## src/rtl/ahb2apb_pkg.sv

```systemverilog
// Shared state encoding and AHB bus codes for the AHB-to-APB bridge.
package ahb2apb_pkg;

    typedef enum logic [2:0] {
        ST_IDLE,
        ST_WDATA,
        ST_SETUP,
        ST_ACCESS,
        ST_DONE,
        ST_ERR1,
        ST_ERR2
    } state_e;

    localparam logic [1:0] HTRANS_IDLE   = 2'b00;
    localparam logic [1:0] HTRANS_BUSY   = 2'b01;
    localparam logic [1:0] HTRANS_NONSEQ = 2'b10;
    localparam logic [1:0] HTRANS_SEQ    = 2'b11;

    localparam logic [1:0] HRESP_OKAY    = 2'b00;
    localparam logic [1:0] HRESP_ERROR   = 2'b01;

    // Width of the slave slot field carved out of HADDR.
    localparam int SLOT_W = 4;

    function automatic logic is_active_trans(input logic [1:0] htrans);
        case (htrans)
            HTRANS_NONSEQ, HTRANS_SEQ: return 1'b1;
            HTRANS_IDLE, HTRANS_BUSY:  return 1'b0;
            default:                   return 1'b0;
        endcase
    endfunction

endpackage

```

## src/rtl/ahb2apb_decode.sv

```systemverilog
// Slot decoder for the AHB-to-APB bridge: one-hot PSEL enable for the slot
// being launched, and a PRDATA lane mux for the slot being completed.
module ahb2apb_decode
    import ahb2apb_pkg::*;
#(
    parameter int NUM_SLV = 4
) (
    input  logic [SLOT_W-1:0]     sel_slot_i,
    input  logic [SLOT_W-1:0]     rd_slot_i,
    input  logic [32*NUM_SLV-1:0] prdata_bus_i,
    output logic [NUM_SLV-1:0]    sel_onehot_o,
    output logic                  sel_valid_o,
    output logic [31:0]           rdata_o
);

    genvar gi;
    generate
        for (gi = 0; gi < NUM_SLV; gi++) begin : g_sel
            assign sel_onehot_o[gi] = (sel_slot_i == SLOT_W'(gi));
        end
    endgenerate

    // Slots beyond the populated slaves are unmapped and produce an ERROR.
    assign sel_valid_o = ({{(32-SLOT_W){1'b0}}, sel_slot_i} < 32'(NUM_SLV));

    always_comb begin
        rdata_o = '0;
        for (int k = 0; k < NUM_SLV; k++) begin
            if (rd_slot_i == SLOT_W'(k)) begin
                rdata_o = prdata_bus_i[k*32 +: 32];
            end
        end
    end

endmodule

```

## src/rtl/ahb2apb_bridge.sv

```systemverilog
// Non-posted AHB-to-APB bridge: each accepted AHB transfer becomes one APB access.
// Define AHB2APB_PREADY_EN to add PREADY/PSLVERR wait-state and error support.
module ahb2apb_bridge
    import ahb2apb_pkg::*;
#(
    parameter int NUM_SLV     = 4,
    parameter int SLV_SEL_LSB = 12
) (
    input  logic                  PCLK,
    input  logic                  PRST_N,
    input  logic                  HSEL,
    input  logic [1:0]            HTRANS,
    input  logic                  HWRITE,
    input  logic [31:0]           HADDR,
    input  logic [31:0]           HWDATA,
    input  logic                  HREADY,
    output logic                  HREADYOUT,
    output logic [1:0]            HRESP,
    output logic [31:0]           HRDATA,
    output logic [NUM_SLV-1:0]    PSEL,
    output logic                  PENABLE,
    output logic                  PWRITE,
    output logic [31:0]           PADDR,
    output logic [31:0]           PWDATA,
`ifdef AHB2APB_PREADY_EN
    input  logic [NUM_SLV-1:0]    PREADY,
    input  logic [NUM_SLV-1:0]    PSLVERR,
`endif
    input  logic [32*NUM_SLV-1:0] PRDATA_BUS
);

    state_e              state_q;
    logic [SLOT_W-1:0]   slot_q;
    logic                hreadyout_q;
    logic [1:0]          hresp_q;
    logic [31:0]         hrdata_q;
    logic [NUM_SLV-1:0]  psel_q;
    logic                penable_q;
    logic                pwrite_q;
    logic [31:0]         paddr_q;
    logic [31:0]         pwdata_q;

    logic [SLOT_W-1:0]   haddr_slot;
    logic [SLOT_W-1:0]   sel_slot;
    logic                accept;
    logic [NUM_SLV-1:0]  sel_onehot;
    logic                sel_valid;
    logic [31:0]         lane_rdata;
    logic                pready_sel;
    logic                pslverr_sel;

    assign haddr_slot = HADDR[SLV_SEL_LSB+SLOT_W-1:SLV_SEL_LSB];
    assign accept     = HSEL & HREADY & is_active_trans(HTRANS);

    // A read launches PSEL straight from the address phase; a write launches it
    // from the registered slot once the data phase has been captured.
    assign sel_slot   = (state_q == ST_WDATA) ? slot_q : haddr_slot;

    ahb2apb_decode #(
        .NUM_SLV (NUM_SLV)
    ) u_decode (
        .sel_slot_i   (sel_slot),
        .rd_slot_i    (slot_q),
        .prdata_bus_i (PRDATA_BUS),
        .sel_onehot_o (sel_onehot),
        .sel_valid_o  (sel_valid),
        .rdata_o      (lane_rdata)
    );

`ifdef AHB2APB_PREADY_EN
    logic [NUM_SLV-1:0] slot_hit;
    genvar gi;
    generate
        for (gi = 0; gi < NUM_SLV; gi++) begin : g_hit
            assign slot_hit[gi] = (slot_q == SLOT_W'(gi));
        end
    endgenerate
    assign pready_sel  = |(PREADY & slot_hit);
    assign pslverr_sel = |(PSLVERR & slot_hit);
`else
    assign pready_sel  = 1'b1;
    assign pslverr_sel = 1'b0;
`endif

    always_ff @(posedge PCLK or negedge PRST_N) begin
        if (!PRST_N) begin
            state_q     <= ST_IDLE;
            slot_q      <= '0;
            hreadyout_q <= 1'b1;
            hresp_q     <= HRESP_OKAY;
            hrdata_q    <= '0;
            psel_q      <= '0;
            penable_q   <= 1'b0;
            pwrite_q    <= 1'b0;
            paddr_q     <= '0;
            pwdata_q    <= '0;
        end else begin
            case (state_q)
                ST_IDLE, ST_DONE, ST_ERR2: begin
                    state_q     <= ST_IDLE;
                    hreadyout_q <= 1'b1;
                    hresp_q     <= HRESP_OKAY;
                    psel_q      <= '0;
                    penable_q   <= 1'b0;
                    if (accept) begin
                        paddr_q     <= HADDR;
                        pwrite_q    <= HWRITE;
                        slot_q      <= haddr_slot;
                        hreadyout_q <= 1'b0;
                        if (!sel_valid) begin
                            state_q <= ST_ERR1;
                            hresp_q <= HRESP_ERROR;
                        end else if (HWRITE) begin
                            state_q <= ST_WDATA;
                        end else begin
                            state_q <= ST_SETUP;
                            psel_q  <= sel_onehot;
                        end
                    end
                end
                ST_WDATA: begin
                    pwdata_q <= HWDATA;
                    psel_q   <= sel_onehot;
                    state_q  <= ST_SETUP;
                end
                ST_SETUP: begin
                    penable_q <= 1'b1;
                    state_q   <= ST_ACCESS;
                end
                ST_ACCESS: begin
                    if (pready_sel) begin
                        if (!pwrite_q) begin
                            hrdata_q <= lane_rdata;
                        end
                        psel_q    <= '0;
                        penable_q <= 1'b0;
                        if (pslverr_sel) begin
                            state_q <= ST_ERR1;
                            hresp_q <= HRESP_ERROR;
                        end else begin
                            state_q     <= ST_DONE;
                            hreadyout_q <= 1'b1;
                        end
                    end
                end
                ST_ERR1: begin
                    // Second cycle of the two-cycle AHB ERROR response.
                    hreadyout_q <= 1'b1;
                    state_q     <= ST_ERR2;
                end
                default: begin
                    state_q     <= ST_IDLE;
                    hreadyout_q <= 1'b1;
                    hresp_q     <= HRESP_OKAY;
                    psel_q      <= '0;
                    penable_q   <= 1'b0;
                end
            endcase
        end
    end

    assign HREADYOUT = hreadyout_q;
    assign HRESP     = hresp_q;
    assign HRDATA    = hrdata_q;
    assign PSEL      = psel_q;
    assign PENABLE   = penable_q;
    assign PWRITE    = pwrite_q;
    assign PADDR     = paddr_q;
    assign PWDATA    = pwdata_q;

endmodule

```

## config.mk

```make
export PLATFORM = sky130hd
export DESIGN_NAME = ahb2apb_bridge
export DESIGN_NICKNAME = d
export VERILOG_FILES = /design/src/rtl/ahb2apb_pkg.sv /design/src/rtl/ahb2apb_decode.sv /design/src/rtl/ahb2apb_bridge.sv
export SDC_FILE = /design/constraint.sdc
export NUM_CORES = 1
export LEC_CHECK = 0
export CAP_MARGIN = 20
export CORE_MARGIN = 2
export CORE_UTILIZATION = 35
export DETAILED_ROUTE_END_ITERATION = 12
export PLACE_DENSITY = 0.81
export SYNTH_ARGS = -nofsm -noshare
export SYNTH_HDL_FRONTEND = slang
export SYNTH_HIERARCHICAL = 1
export SYNTH_SLANG_ARGS = --single-unit
```

## constraint.sdc

```tcl
create_clock -name PCLK -period 6.8 [get_ports PCLK]
set_clock_uncertainty 0.1 [all_clocks]
set_input_delay 1.36 -clock PCLK [delete_from_list [all_inputs] [get_ports PCLK]]
set_output_delay 1.36 -clock PCLK [all_outputs]
set_load 0.03 [all_outputs]
```

==> out/qor.yml <==
core_um2: 15100
ff2ff_path_depth: 7
overflow: 0
syn_area_per_cell_um2: 13.9
vias: 4387
syn_nets: 585
slowest_delay_ns: 0.59
finalNetCount: 873
synth_area_um2: 5360
syn_inst: 386
fin_crit_sh_pct: 46.6
synth.yosys.seq_area_share_pct: 50.0
cts_buffers: 9
drv_slew: 0
crit_chain: "clkdlybuf4s50_1 > mux2_4 > nor2_1 > nand2b_1 > nor3_1 > a2111o_1"
crit_start: "HADDR[15]"
viasPerCell: 5.06
initial_core_util_pct: 35.5
slew_headroom_pct: 30.0
postCtsSetupRepairBufs: 0
grt_usage_pct: 19.9
ys.warnings.count: 6
crit_slowest_cell: "nor3_1"
rows: 45
grt_max_degree: 65
hold_path.class: "register to register"
fin_crit_ns: 3.17
grt_pass1_wl_um: 25200
ctsHoldBuffers: 0
endpoint: "PSEL[2]$_DFFE_PN0N_"
fin_hold_ws_ns: 0.385
dr.pass1.iters: 4
hold_viol: 0
ant_nets: 0
power_mw: 3.82
root_buffer: "clkbuf_16"
grt_pass1_vias: 4693
status: "finished clean"
r2r_setup_slack_ns: 3.74
die_area_um2: 16300
wl_per_cell_um: 19.3
place_congestion: 0.807
antenna_found_initial: 1
yosysUniqueCellTypes: 38
worstPathMaxFanout: 5
setup_viol: 0
area_growth_syn_to_layout_pct: 63.1
drc_errors: 0
clk_pin_slew_ns: 0.08
diodes: 0
ioPinCount: 304
layout.cells.non_filler: 867
cts_sinks: 107
drive_above_1_share_pct: 19.1
clock.fmax_ghz: 0.316
place_hpwl_um: 12700
ys_seq_elements: 107
cts_tree: "yes"
endpoint_kind: "register"
die_w_um: 128
worst_ir_drop_vdd_mv: 0.280
path_class: "primary input to register"
drt_iter0_markers: 217
h-tree-depth: 3
timing.rr.end: "PSEL[2]$_DFFE_PN0N_"
cts-resized-gates: 0
dieHeight_um: 128
clock_latency_ns: 0.35
dp.cells: 850
clk_path_buf_depth: 2
leakagePower_nw: 3.73
critPathRequiredTime_ns: 6.99
start_kind: "primary input"
critical_path_arrival_ns: 3.36
drv_cap: 0
p_per_area_nw_per_um2: 437
grt_setup_unrepaired: "no"
worstMarginPinSlew_ns: 1.05
fillCellCount: 1198
fin_setup_tns_ns: 0
numPortBuffers: 301
reg2reg_from: "state_q[0]$_DFF_PN0_"
routed_wl_um: 16700
flip-flops by register name, indices dropped and copies added, names as in the netlist:
name	cells
HRDATA	32
PWDATA	32
PADDR	29
PSEL	4
slot_q	3
state_q	3
HREADYOUT	1
HRESP	1
PENABLE	1
PWRITE	1
stage by stage:
stage / utilization, % / area (um^2) / setup WS, ns
final: 57.9 / 8740 / 3.63
after global routing: 57.9 / 8740 / 3.52
after CTS: 57.8 / 8720 / 3.14
after detailed placement: 55.9 / 8430 / 3.15
after global placement: 55.7 / 8410 / 3.45
after floorplan: - / 5360 / 4.20
critical path: cells and delay by family:
kind            cells  cell delay (ns)
compound gates      1             0.26
mux                 1             0.30
buf+inv             1             0.43
simple gates        3             1.00
cells in the final DEF, fill, tap and decap left out, types with 4 or more instances in the layout:
cell type and instances:
buf_4 5, mux2_2 69, dfrtp_1 105, nand2_1 4, clkbuf_16 9, mux2i_1 64, nor3_1 5, o22ai_1 32
clkdlybuf4s50_1 300, and3_1 4, mux2_4 30, nor2_1 5
layout make-up:
cell class	instances	area, um^2	area share [%]
clock buffers	9	225	2.58
clock inverters	7	58.8	0.673
multi-input cells	249	2450	28.0
flip-flops and latches	107	2680	30.7
well taps	188	235	2.69
repair buffers	307	3090	35.3
Yosys cell counts, drive strengths merged:
| library cell | count | share of area [%] |
|---|---|---|
| nor3b | 4 | 0.77 |
| xnor2 | 1 | 0.16 |
| nor4 | 1 | 0.12 |
| conb | 1 | 0.070 |
| buf | 26 | 4.1 |
| or3 | 2 | 0.33 |
| a221o | 1 | 0.19 |
| or3b | 1 | 0.16 |
| mux2 | 101 | 23 |
| o22ai | 32 | 3.7 |
| a31oi | 1 | 0.12 |
| nand2b | 3 | 0.40 |
| nand2 | 4 | 0.28 |
| clkbuf | 4 | 0.28 |
| and2b | 2 | 0.28 |
| a21oi | 1 | 0.093 |
| nor2 | 6 | 0.42 |
| nand4b | 1 | 0.16 |
| a21o | 2 | 0.28 |
| and3 | 4 | 0.47 |
| o31a | 1 | 0.16 |
| o21ai | 3 | 0.28 |
| dfrtp | 106 | 50 |
| nor2b | 1 | 0.16 |
| dfstp | 1 | 0.49 |
| mux2i | 64 | 12 |
| nor4b | 2 | 0.33 |
| a2111o | 3 | 0.63 |
| nand3b | 2 | 0.28 |
| nor3 | 5 | 0.47 |
how the worst min path moves through the flow:
stage	endpoint	cells after the start	slack, ns	start
after global routing	HRDATA[4]$_DFFE_PN0P_	1	0.41	HRDATA[4]$_DFFE_PN0P_
after floorplan	state_q[2]$_DFF_PN0_	2	0.51	state_q[2]$_DFF_PN0_
after global placement	PENABLE$_DFFE_PN0N_	1	0.37	PENABLE$_DFFE_PN0N_
after CTS	PENABLE$_DFFE_PN0N_	1	0.39	PENABLE$_DFFE_PN0N_
final	PENABLE$_DFFE_PN0N_	1	0.38	PENABLE$_DFFE_PN0N_
after detailed placement	PENABLE$_DFFE_PN0N_	1	0.37	PENABLE$_DFFE_PN0N_
metal layers:
metal  vias up  share of wire, %  global-route usage (%)
met5         -             0.078                       0
met2       228                49                    34.2
met3        16                11                    7.72
li1       2008                 -                       -
met4         2               1.6                    6.01
met1      2133                38                    23.0
power by group:
group          internal [mW]  switching [mW]
sequential             0.918           0.191
combinational           1.09            1.12
clock                  0.255           0.254
kinds of logic after synthesis:
| group | after synthesis | share of synthesized area, % |
|---|---|---|
| AO/OA/AOI/OAI | 44 | 5.49 |
| buffers and inverters | 30 | 4.34 |
| other | 1 | 0.0700 |
| flip-flops | 107 | 50.0 |
| XOR/XNOR | 1 | 0.164 |
| multiplexers | 165 | 35.3 |
| AND/OR/NAND/NOR | 38 | 4.62 |
Power figures use the tool's default switching activity.
==> edit 1, RTL diff (same flow settings) <==
Make the reset (`PRST_N`) synchronous in one clocked block.
--- a/src/rtl/ahb2apb_bridge.sv
+++ b/src/rtl/ahb2apb_bridge.sv
@@ -82,7 +82,7 @@
     assign pslverr_sel = 1'b0;
 `endif
 
-    always_ff @(posedge PCLK or negedge PRST_N) begin
+    always_ff @(posedge PCLK) begin
         if (!PRST_N) begin
             state_q     <= ST_IDLE;
             slot_q      <= '0;
Behaviour: differs if PRST_N is asserted again (counterexample within 4 cycles, from zero or initial values and one cycle with PRST_N low); with PRST_N held inactive, the same outputs for 4 cycles.
==> edit 1 against the original RTL <==
- setup slack got worse by 0.59 ns
- area after synthesis shrank 2.6%
- first-iteration DRC count rose by 71%
- sequential share of layout area shrank 5.4 points
- non-clock buffer count up 3
- wire length is 3.7% higher
- cell count grew 19%
- register-to-register slack improved by 0.70 ns
- cell area fell by 2.9%
- critical path depth is 5 lower
- via count grew 22%
- sequential cell count unchanged
Power is not compared: it rests on default switching activity, and its combinational part moved more than twofold at a synthesized area within 25%.
==> edit 1: results (changes against the original RTL) <==
Global route
  – Vias in the first global route: 5,093 (+8.5%)
  – Initial antenna violation count: 0 (-1)
  – Met2 GRT Util: 34.5% (+0.28 points)
  – Global-route track usage on met1: 24.0% (+0.94 points)
  – Largest net degree at the start of global routing: 68 (+4.6%)
  – Met3 Use GR: 6.29% (-1.4 points)
  – First-pass GRT wire length: 26,500 um (+5.2%)
  – GRT Util Overall: 20.6% (+0.67 points)

STA
  – Final hold slack: 0.354 ns (-0.0311 ns)
  – Final Cycle Share: 55.2% (+8.6 points)
  – Relative slew slack: 24.9% (-5.2 points)

Setup path
  – Crit path to: PADDR[13]
  – Worst path slowest cell: dfxtp_4
  – Critical path's top delay family: flip-flops
  – Critical Path AT: 2.29 ns (-1.07 ns)
  – Max stage delay on crit path: 1.07 ns (+0.48 ns)
  – Reg2reg path depth: 6 (-1)
  – Reg2reg setup slack: 4.44 ns (+0.70 ns)
  – CP startpoint: slot_q[1]
  – R2R Path End: PSEL[1]
  – CP Max Fanout: 67 (+62)
  – Worst r2r src: state_q[2]

Route
  – DRC violation total after the first TritonRoute iteration: 371 (+71%)
  – Met2 WL post-DR: 8270 um (+0.63%)
  – Via/cell ratio: 5.22 (+3.2%)
  – M1 WL: 6940 um (+7.8%)
  – Routed length on met3: 1510 um (-17%)
  – Max Used Layer: met4
  – Routed wire length: 17,400 um (+3.7%)
  – Via Count: 5,366 (+22%)

Finish
  – Share of cells above drive strength 1: 3.67% (-15 points)
  – Final #Nets: 1,038 (+19%)

Worst hold path
  – Hold Path Stages: 2 (+1)
  – Min-delay src: HRDATA[1]
  – Hold EP: HRDATA[1]

Placed design
  – DP HPWL: 12,200 um (-3.5%)
  – DP Area: 8150 um^2 (-3.3%)
  – Gpl congestion: 0.768 (-4.8%)
  – Post-Place Setup Slack: 3.18 ns (+0.0237 ns)

CTS
  – Maximum clock insertion buffer count: 2 (unchanged)
  – # H-tree levels: 3 (unchanged)

Logic synthesis
  – Top cells by area, synth: dfxtp_1 (41%), mux2i_1 (18%), a21oi_1 (6.5%)
  – Synth async-reset ratio: 0% (-100 points)
  – Syn Inst Count: 582 (+51%)
  – Post-synthesis sequential area ratio: 41.1% (-9.0 points)
  – Top_reg_cell synth: dfxtp_1
  – Post-synth net total: 781 (+34%)
  – Number of distinct library cells after synthesis: 40 (+5.3%)
  – Top cells by count, synth: dfxtp_1 (107), mux2i_1 (96), a21oi_1 (68), nand2_1 (68), o22ai_1 (36)

Status
  – Status: finished clean

Run
  – Maxcap violations: 0 (unchanged)
[edit 1: cells by family (layout without fill, tap and decap cells)]
group | Yosys count | count (layout) | synth area share, %
AOI/OAI and AO/OA | 144 | 144 | 16.5
DFF | 107 | 107 | 41.1
other | 1 | 1 | 0.0719
xor gates and xnor gates | 2 | 2 | 0.336
and+or+nand+nor | 158 | 158 | 14.7
muxes | 100 | 100 | 19.3
buffers and inverters | 70 | 332 | 8.11
[edit 1: final cells by class]
cell class	instances	area [um^2]
Clock buffer	10	229
Clock inverter	6	97.6
Fill cell	1307	6050
Inverter	6	23.8
Multi-Input combinational cell	405	2670
Sequential cell	107	2150
Tap cell	184	230
Timing Repair Buffer	310	3080
[edit 1: power breakdown]
group / switching [mW] / leakage (nW) / internal [mW]
clock: 0.249 / 0.153 / 0.328
sequential: 0.0177 / 0.866 / 0.643
combinational: 0.135 / 1.71 / 0.177
total: 0.402 / 2.73 / 1.15
==> edit 2, RTL diff (same flow settings) <==
Made on the original files. `NUM_SLV` is set to 4 in 2 places; all go to 8.
--- a/src/rtl/ahb2apb_decode.sv
+++ b/src/rtl/ahb2apb_decode.sv
@@ -3,7 +3,7 @@
 module ahb2apb_decode
     import ahb2apb_pkg::*;
 #(
-    parameter int NUM_SLV = 4
+    parameter int NUM_SLV = 8
 ) (
     input  logic [SLOT_W-1:0]     sel_slot_i,
     input  logic [SLOT_W-1:0]     rd_slot_i,
--- a/src/rtl/ahb2apb_bridge.sv
+++ b/src/rtl/ahb2apb_bridge.sv
@@ -3,7 +3,7 @@
 module ahb2apb_bridge
     import ahb2apb_pkg::*;
 #(
-    parameter int NUM_SLV     = 4,
+    parameter int NUM_SLV     = 8,
     parameter int SLV_SEL_LSB = 12
 ) (
     input  logic                  PCLK,
Ports: changed (resized PRDATA_BUS and PSEL); port bits go from 304 to 436. The function was not compared with the original's and may differ.
==> edit 2 against the original RTL <==
- power up 33%
- area after synthesis up 38%
- wire length up 75%
- first-iteration DRC count up 47%
- cell area up 38%
- sequential cell count up 4
- setup slack worse by 0.45 ns
- die area up 37%
- cell count up 58%
- critical path type is now reg -> out
- critical endpoint is now PADDR[13]
==> edit 2: results (changes against the original RTL) <==
Route
  – Met2 WL post-DR: 14,600 um (+78%)
  – M1 WL: 11,000 um (+71%)
  – Routed length on met3: 2560 um (+42%)
  – Routed wire length: 29,300 um (+75%)
  – DRC violation total after the first TritonRoute iteration: 318 (+47%)
  – Drt pass-1 iters: 5 (+1)

Global route
  – Met2 GRT Util: 43.6% (+9.4 points)
  – First-pass GRT wire length: 43,200 um (+72%)
  – Largest net degree at the start of global routing: 72 (+11%)
  – Initial antenna violation count: 5 (+4)

Status
  – Status: finished clean

Finish
  – Final #Nets: 1,414 (+62%)
  – # fillers: 1,828 (+53%)
  – Fraction of area in multi-input gates: 34.3% (+6.3 points)
  – Non-clock buffer share: 37.0% (+1.7 points)
  – Final clock-cell share: 2.48% (-0.77 points)
  – Seq/total area: 23.2% (-7.5 points)
  – Logic inverters: 3 (+3)

Setup path
  – Critical path's top delay family: flip-flops
  – Critical Path AT: 2.16 ns (-1.20 ns)
  – Reg2reg setup slack: 3.26 ns (-0.48 ns)
  – CP Max Fanout: 56 (+51)
  – Reg2reg path depth: 9 (+2)
  – R2R Path End: PSEL[1]

Placed design
  – Gpl congestion: 0.905 (+12%)
  – Placed cell count: 1,348 (+59%)
  – Post-Place Setup Slack: 3.01 ns (-0.145 ns)
  – # port buffers: 433 (+44%)
  – DP HPWL: 21,500 um (+70%)

CTS
  – CTS Sinks: 111 (+3.7%)

STA
  – Final hold slack: 0.394 ns (+0.00915 ns)

Logic synthesis
  – Post-synthesis mux area share: 25.7% (-9.6 points)
  – Avg Inst Size Synth: 10.5 um^2 (-24%)
  – Synth Area in XOR/XNOR: 0% (-0.16 points)
  – Synth Area in Compound Gates: 24.5% (+19 points)
  – Top cells by area, synth: dfrtp_1 (37%), mux2_2 (16%), mux2i_1 (8.8%)

Worst hold path
  – Hold EP: HRDATA[20]

Power and ir drop
  – Lkg Pwr: 4.74 nW (+27%)
[edit 2: cell types whose count changed in the layout (fill, tap and decap cells not counted), sizes merged, moves of 29 or more]
cell           before  now
o21ai               3   35
a31oi               1   30
a21boi              0   30
a22o                0   30
a21oi               1   63
o31ai               0   30
clkdlybuf4s50     300  432
[edit 2: worst max path at each step]
stage	startpoint	endpoint	slack, ns	cells past startpoint
6_report	slot_q[1]	PADDR[13]	3.18	1
5_1_grt	state_q[1]	PSEL[1]	3.02	9
4_1_cts	state_q[1]	PSEL[5]	2.98	7
3_5_place_dp	state_q[1]	PSEL[5]	3.01	7
3_3_place_gp	state_q[1]	PSEL[0]	3.09	7
2_1_floorplan	HADDR[15]	PSEL[0]	4.01	6
[edit 2: report_power, final]
| group | switching, mW | total [mW] | leakage [nW] | internal (mW) |
|---|---|---|---|---|
| Combinational | 1.75 | 3.26 | 3.23 | 1.51 |
| Clock | 0.288 | 0.549 | 0.146 | 0.260 |
| Sequential | 0.325 | 1.28 | 1.37 | 0.957 |
